--- src/rtl/uart_ctrl_pkg.sv ---
// Shared constants for the UART transmit-side control blocks.
package uart_ctrl_pkg;

  localparam int unsigned BYTE_W             = 8;
  localparam int unsigned IDX_W              = 3;
  localparam int unsigned TMO_W              = 10;
  localparam int unsigned GAP_W              = 4;
  localparam int unsigned DEF_GAP_CYCLES     = 2;
  localparam int unsigned DEF_TIMEOUT_CYCLES = 1023;

  // Sequencer state encoding (kept as plain constants for legacy tools)
  localparam logic [2:0] ST_IDLE      = 3'b000;
  localparam logic [2:0] ST_ISSUE     = 3'b001;
  localparam logic [2:0] ST_WAIT_BUSY = 3'b010;
  localparam logic [2:0] ST_WAIT_DONE = 3'b011;
  localparam logic [2:0] ST_GAP       = 3'b100;

  typedef logic [BYTE_W-1:0] byte_t;

endpackage

--- src/rtl/uart_tx_arbiter_if.sv ---
// Requester / transmitter / status bundle of the transmit arbiter.
interface uart_tx_arbiter_if
  import uart_ctrl_pkg::*;
#(
  parameter int unsigned NUM_REQ = 4
) ();

  logic [NUM_REQ-1:0]        req_valid;
  logic [BYTE_W*NUM_REQ-1:0] req_data;
  logic [NUM_REQ-1:0]        req_ready;
  logic                      xmit;
  logic [BYTE_W-1:0]         xmit_data;
  logic                      xmit_done;
  logic                      busy;
  logic [IDX_W-1:0]          grant_id;
  logic                      err_timeout;
  logic                      err_clr;

  // Environment side: byte producers, transmitter and status consumer
  modport master (
    output req_valid, req_data, xmit_done, err_clr,
    input  req_ready, xmit, xmit_data, busy, grant_id, err_timeout
  );

  // Arbiter side
  modport slave (
    input  req_valid, req_data, xmit_done, err_clr,
    output req_ready, xmit, xmit_data, busy, grant_id, err_timeout
  );

endinterface

--- src/rtl/uart_tx_arbiter_rr_pick.sv ---
// Combinational round-robin picker: first valid index at or after the pointer.
module rr_pick #(
  parameter int unsigned N     = 4,
  parameter int unsigned IDX_W = 3
) (
  input  logic [N-1:0]     valid_i,
  input  logic [IDX_W-1:0] ptr_i,
  output logic [N-1:0]     grant_o,
  output logic [IDX_W-1:0] idx_o,
  output logic             any_o
);

  localparam int unsigned SEL_W = (N > 1) ? $clog2(N) : 1;

  int unsigned      pos;
  logic [SEL_W-1:0] sel;

  // Scan N positions starting at the pointer, wrapping modulo N
  always_comb begin
    grant_o = '0;
    idx_o   = '0;
    any_o   = 1'b0;
    pos     = 0;
    sel     = '0;
    for (int unsigned k = 0; k < N; k++) begin
      pos = (32'(ptr_i) + k) % N;
      sel = SEL_W'(pos);
      if (!any_o && valid_i[sel]) begin
        any_o        = 1'b1;
        grant_o[sel] = 1'b1;
        idx_o        = IDX_W'(pos);
      end
    end
  end

endmodule

--- src/rtl/uart_tx_arbiter.sv ---
// Round-robin arbiter and frame sequencer sharing one UART transmitter.
module uart_tx_arbiter
  import uart_ctrl_pkg::*;
#(
  parameter int unsigned NUM_REQ        = 4,
  parameter int unsigned GAP_CYCLES     = DEF_GAP_CYCLES,
  parameter int unsigned TIMEOUT_CYCLES = DEF_TIMEOUT_CYCLES
) (
  input logic              sys_clk,
  input logic              sys_rst,
  uart_tx_arbiter_if.slave bus
);

  localparam int unsigned    SEL_W     = (NUM_REQ > 1) ? $clog2(NUM_REQ) : 1;
  localparam logic [TMO_W-1:0] TMO_LIMIT = TMO_W'(TIMEOUT_CYCLES);
  localparam logic [GAP_W-1:0] GAP_LOAD  = GAP_W'(GAP_CYCLES);

  logic [2:0]         state_q, state_d;
  logic [IDX_W-1:0]   rr_q, rr_d;
  logic [TMO_W-1:0]   tmo_q, tmo_d, tmo_inc;
  logic [GAP_W-1:0]   gap_q, gap_d;
  logic               xmit_q, xmit_d;
  logic [BYTE_W-1:0]  xmit_data_q, xmit_data_d;
  logic [IDX_W-1:0]   grant_q, grant_d;
  logic               err_q, err_d;
  logic               busy_q, busy_d;
  logic [NUM_REQ-1:0] req_ready_c;

  logic [NUM_REQ-1:0] pick_onehot;
  logic [IDX_W-1:0]   pick_idx;
  logic               pick_any;
  byte_t              req_bytes [NUM_REQ];
  byte_t              pick_byte;

  // Split the flat request bus into per-requester bytes
  for (genvar i = 0; i < NUM_REQ; i++) begin : g_bytes
    assign req_bytes[i] = bus.req_data[i*BYTE_W +: BYTE_W];
  end

  assign pick_byte = req_bytes[pick_idx[SEL_W-1:0]];

  rr_pick #(
    .N     (NUM_REQ),
    .IDX_W (IDX_W)
  ) u_pick (
    .valid_i (bus.req_valid),
    .ptr_i   (rr_q),
    .grant_o (pick_onehot),
    .idx_o   (pick_idx),
    .any_o   (pick_any)
  );

  // Next-state, accept and counter logic
  always_comb begin
    state_d     = state_q;
    rr_d        = rr_q;
    tmo_d       = tmo_q;
    gap_d       = gap_q;
    xmit_d      = 1'b0;
    xmit_data_d = xmit_data_q;
    grant_d     = grant_q;
    err_d       = err_q;
    req_ready_c = '0;
    tmo_inc     = tmo_q + TMO_W'(1);

    if (bus.err_clr) err_d = 1'b0;

    case (state_q)
      ST_IDLE: begin
        if (pick_any && bus.xmit_done) begin
          req_ready_c = pick_onehot;
          xmit_data_d = pick_byte;
          grant_d     = pick_idx;
          rr_d        = (32'(pick_idx) == NUM_REQ - 1) ? '0 : pick_idx + IDX_W'(1);
          xmit_d      = 1'b1;
          state_d     = ST_ISSUE;
        end
      end
      ST_ISSUE: begin
        tmo_d   = '0;
        state_d = ST_WAIT_BUSY;
      end
      ST_WAIT_BUSY, ST_WAIT_DONE: begin
        tmo_d = tmo_inc;
        if (tmo_inc == TMO_LIMIT) begin
          // Abort: the byte is dropped, a set here beats a same-cycle clear
          err_d   = 1'b1;
          gap_d   = GAP_LOAD;
          state_d = ST_GAP;
        end else if (state_q == ST_WAIT_BUSY && !bus.xmit_done) begin
          state_d = ST_WAIT_DONE;
        end else if (state_q == ST_WAIT_DONE && bus.xmit_done) begin
          gap_d   = GAP_LOAD;
          state_d = ST_GAP;
        end
      end
      ST_GAP: begin
        if (gap_q <= GAP_W'(1)) begin
          gap_d   = '0;
          state_d = ST_IDLE;
        end else begin
          gap_d = gap_q - GAP_W'(1);
        end
      end
      default: state_d = ST_IDLE;
    endcase

    busy_d = (state_d != ST_IDLE);
  end

  // State and registered outputs, synchronous reset
  always_ff @(posedge sys_clk) begin
    if (sys_rst) begin
      state_q     <= ST_IDLE;
      rr_q        <= '0;
      tmo_q       <= '0;
      gap_q       <= '0;
      xmit_q      <= 1'b0;
      xmit_data_q <= '0;
      grant_q     <= '0;
      err_q       <= 1'b0;
      busy_q      <= 1'b0;
    end else begin
      state_q     <= state_d;
      rr_q        <= rr_d;
      tmo_q       <= tmo_d;
      gap_q       <= gap_d;
      xmit_q      <= xmit_d;
      xmit_data_q <= xmit_data_d;
      grant_q     <= grant_d;
      err_q       <= err_d;
      busy_q      <= busy_d;
    end
  end

  assign bus.req_ready   = sys_rst ? '0 : req_ready_c;
  assign bus.xmit        = xmit_q;
  assign bus.xmit_data   = xmit_data_q;
  assign bus.busy        = busy_q;
  assign bus.grant_id    = grant_q;
  assign bus.err_timeout = err_q;

endmodule

--- src/flat_wrapper.sv ---
// flat-port wrapper written by rule: the top's interface ports become plain ports
module uart_tx_arbiter_flat import uart_ctrl_pkg::*;
#(
  parameter int unsigned NUM_REQ        = 4,
  parameter int unsigned GAP_CYCLES     = DEF_GAP_CYCLES,
  parameter int unsigned TIMEOUT_CYCLES = DEF_TIMEOUT_CYCLES
)
  (sys_clk, sys_rst, bus_req_valid, bus_req_data, bus_xmit_done, bus_err_clr, bus_req_ready, bus_xmit, bus_xmit_data, bus_busy, bus_grant_id, bus_err_timeout);
  uart_tx_arbiter_if #(.NUM_REQ(NUM_REQ)) bus_i ();
  input logic sys_clk;
  input logic sys_rst;
  input wire logic [$bits(bus_i.req_valid)-1:0] bus_req_valid;
  input wire logic [$bits(bus_i.req_data)-1:0] bus_req_data;
  input wire logic [$bits(bus_i.xmit_done)-1:0] bus_xmit_done;
  input wire logic [$bits(bus_i.err_clr)-1:0] bus_err_clr;
  output wire logic [$bits(bus_i.req_ready)-1:0] bus_req_ready;
  output wire logic [$bits(bus_i.xmit)-1:0] bus_xmit;
  output wire logic [$bits(bus_i.xmit_data)-1:0] bus_xmit_data;
  output wire logic [$bits(bus_i.busy)-1:0] bus_busy;
  output wire logic [$bits(bus_i.grant_id)-1:0] bus_grant_id;
  output wire logic [$bits(bus_i.err_timeout)-1:0] bus_err_timeout;
  assign bus_i.req_valid = bus_req_valid;
  assign bus_i.req_data = bus_req_data;
  assign bus_i.xmit_done = bus_xmit_done;
  assign bus_i.err_clr = bus_err_clr;
  assign bus_req_ready = bus_i.req_ready;
  assign bus_xmit = bus_i.xmit;
  assign bus_xmit_data = bus_i.xmit_data;
  assign bus_busy = bus_i.busy;
  assign bus_grant_id = bus_i.grant_id;
  assign bus_err_timeout = bus_i.err_timeout;
  uart_tx_arbiter #(.NUM_REQ(NUM_REQ), .GAP_CYCLES(GAP_CYCLES), .TIMEOUT_CYCLES(TIMEOUT_CYCLES)) u_core (.sys_clk(sys_clk), .sys_rst(sys_rst), .bus(bus_i));
endmodule
--- config.mk ---
export PLATFORM = sky130hd
export DESIGN_NAME = uart_tx_arbiter_flat
export DESIGN_NICKNAME = d
export VERILOG_FILES = /design/src/rtl/uart_ctrl_pkg.sv /design/src/rtl/uart_tx_arbiter_if.sv /design/src/rtl/uart_tx_arbiter_rr_pick.sv /design/src/rtl/uart_tx_arbiter.sv /design/src/flat_wrapper.sv
export SDC_FILE = /design/constraint.sdc
export NUM_CORES = 1
export LEC_CHECK = 0
export ABC_AREA = 0
export ABC_CLOCK_PERIOD_IN_PS = 5680
export CAP_MARGIN = 30
export CORE_MARGIN = 5
export CORE_UTILIZATION = 30
export CTS_BUF_LIST = sky130_fd_sc_hd__clkbuf_16
export CTS_CLUSTER_DIAMETER = 60
export DETAILED_ROUTE_END_ITERATION = 6
export DONT_BUFFER_PORTS = 1
export GPL_TIMING_DRIVEN = 0
export PLACE_DENSITY = 0.48
export SKIP_CTS_REPAIR_TIMING = 1
export SLEW_MARGIN = 15
export SYNTH_ARGS = -nofsm -noshare
export SYNTH_HDL_FRONTEND = slang
export SYNTH_HIERARCHICAL = 1
export SYNTH_SLANG_ARGS = --single-unit
--- constraint.sdc ---
create_clock -name sys_clk -period 5.68 [get_ports sys_clk]
set_clock_uncertainty 0.1 [all_clocks]
set_input_delay 1.136 -clock sys_clk [delete_from_list [all_inputs] [get_ports sys_clk]]
set_output_delay 1.136 -clock sys_clk [all_outputs]
set_load 0.01 [all_outputs]
==> impl_metrics.py <==
metrics = {
    "status": {
        "status": "finished clean",
    },
    "floorplanning": {
        "die_y_um": 96.8,
        "die_width_um": 96.8,
        "io_pins": 58,
        "coreArea_um2": 7290,
        "die_area_um2": 9380,
        "std_cell_rows": 31,
        "start_util_pct": 31.0,
    },
    "timing": {
        "tns_ns": 0,
        "grt_setup_unrepaired": "no",
        "finalCritPeriodShare_pct": 77.0,
        "post-route-min-period_ns": 4.38,
        "hold_slack_ns": 0.402,
        "finalSetupViolCount": 0,
        "max_freq_mhz": 229,
        "max_slew_margin_pct": 52.5,
        "tightest_slew_ns": 0.712,
        "final_hold_viol_count": 0,
        "drv_slew": 0,
    },
    "critical_path": {
        "r2r_slack_ns": 2.11,
        "cp_slowest_stage_delay_ns": 0.46,
        "cp_cell_sequence": "buf_6 > inv_1 > ha_1 > mux4_2 > buf_6 > nor3_1 > nand2b_1 > nand2_1 > or4_1 > clkbuf_1 > nor2_1 > and2_1",
        "cp_max_fo": 10,
        "critPathMostFrequentCell": "buf_6",
        "cp.required_ns": 4.44,
        "startpoint_type": "flip-flop",
        "critPathArrivalTime_ns": 3.14,
        "timing.rr.start": "u_core/rr_q[1]",
        "end_kind": "output pin",
        "cp_slowest_cell": "dfxtp_1",
        "rr_worst_depth": 11,
        "reg2reg_to": "u_core/bus.xmit_data[7]",
        "critPathKind": "reg2out",
    },
    "logic_synthesis": {
        "synth_area_um2": 2260,
        "yosysWarnings": 6,
        "synth_cells": 263,
        "postSynthAreaPerCell_um2": 8.60,
        "synth.net_count": 313,
    },
    "cts": {
        "clockBufferDepth": 2,
        "tritoncts": "built",
        "cts-root-buf": "clkbuf_16",
        "numCtsBuffers": 5,
        "cts_sinks": 33,
        "worstSkewPairLatency_ns": 0.27,
        "htree_levels": 2,
        "clk_pin_slew_worst_paths_ns": 0.06,
    },
    "power": {
        "ir_drop_v": 0.000319,
        "switchingPower_uw": 407,
        "power_frac_clock_pct": 27.4,
        "power_density_nw_per_um2": 438,
        "power_frac_seq_pct": 28.7,
        "leakage_uw": 0.000863,
        "power_uw": 1120,
        "switching_share_pct": 36.5,
        "p_int_uw": 708,
        "combPwrFrac_pct": 43.9,
    },
    "grt": {
        "antenna_found_initial": 0,
        "grt_pass1_vias": 1856,
        "grt_use_total_pct": 11.5,
        "grt.overflow.total": 0,
        "grt_pass1_wl_um": 9230,
        "grt_max_degree": 11,
    },
    "route": {
        "postRouteAntennaNets": 0,
        "drt-initial-drc-count": 110,
        "vias": 1951,
        "via_per_inst": 5.27,
        "drc": 0,
        "routed_wl_um": 5520,
        "wl_per_cell_um": 14.9,
        "firstDrtPassIters": 4,
    },
    "final_layout": {
        "fin_util_pct": 35.0,
        "antenna_cells": 0,
        "layout-drive-gt1-share_pct": 12.5,
        "multiInputGateArea_um2": 1470,
        "nNetsFinal": 320,
        "fillers": 790,
        "syn_to_final_growth_pct": 12.7,
        "seqCellArea_um2": 661,
    },
    "placement": {
        "gp_congestion": 0.780,
        "place.detailed.hpwl_um": 4150,
        "io_buffers": 0,
    },
    "hold_path": {
        "min_to": "u_core/gap_q[3]",
        "min-delay-start": "u_core/gap_q[3]",
        "hp-class": "reg2reg",
        "whs_path_depth": 1,
    },
    "flow_run": {
        "drv_cap": 0,
    },
}
[how the worst max path moves through the flow]
stage | from | to | slack, ns | cells past startpoint
6_report | u_core/rr_q[0] | bus_req_ready[2] | 1.30 | 12
5_1_grt | u_core/rr_q[0] | bus_req_ready[3] | 1.01 | 12
4_1_cts | u_core/rr_q[0] | bus_req_ready[2] | 1.26 | 12
3_5_place_dp | bus_req_valid[2] | bus_req_ready[2] | 1.41 | 8
3_3_place_gp | bus_req_valid[2] | bus_req_ready[0] | 1.42 | 8
2_1_floorplan | bus_req_valid[2] | bus_req_ready[0] | 1.72 | 8
[power groups by stage]
stage          sequential, µW  clock (µW)  combinational (µW)
6_report                  321         305                 490
5_1_grt                   327         322                 554
2_1_floorplan             312           0                 414
3_5_place_dp              326           0                 491
4_1_cts                   322         313                 493
3_3_place_gp              328           0                 490
[registers in the layout, indices dropped and copies added, names as in the netlist]
register,count
u_core/tmo_q,10
u_core/bus.err_timeout,1
u_core/bus.xmit_data,8
u_core/gap_q,4
u_core/bus.xmit,1
u_core/bus.busy,1
u_core/rr_q,2
u_core/bus.grant_id,3
u_core/state_q,3
[critical path, delay by kind of cell, from the launching register on]
family,cells,cell delay [ns]
fa+ha+maj,1,0.35
buf+inv,4,0.62
flops,1,0.46
mux,1,0.25
simple gates,6,1.18
[routing by layer]
layer	track usage [%]	vias to the layer above	part of all wire, %	routed length, µm
li1	-	974	-	-
met1	15.5	925	47	2610
met2	18.4	50	46	2530
met3	3.96	2	6.5	359
met4	1.51	0	0.31	17
met5	0	-	0	0
[layout make-up]
| class | instances | area share, % |
|---|---|---|
| plain buffers | 19 | 3.63 |
| multi-input cells | 201 | 57.7 |
| flip-flops and latches | 33 | 25.9 |
| clock buffers | 5 | 4.91 |
| well taps | 99 | 4.86 |
| clock inverters | 3 | 1.47 |
| inverters | 10 | 1.47 |
[cells in the final DEF (no fill, tap or decap), types with 7 or more instances in the layout]
cell	count
mux4_2	9
o21ai_0	9
nor2_1	26
inv_1	11
a21oi_1	21
a22oi_1	15
dfxtp_1	33
ha_1	10
clkbuf_1	14
nand2_1	33
nor2b_1	7
[stage by stage]
step | worst slack [ns] | cell area (µm²) | cells
floorplan | 1.72 | 2260 | 263
global placement | 1.42 | 2390 | 362
detailed placement | 1.41 | 2390 | 362
CTS | 1.26 | 2550 | 370
global route | 1.01 | 2550 | 370
finish | 1.30 | 2550 | 370
(Power assumes the default switching activity.)
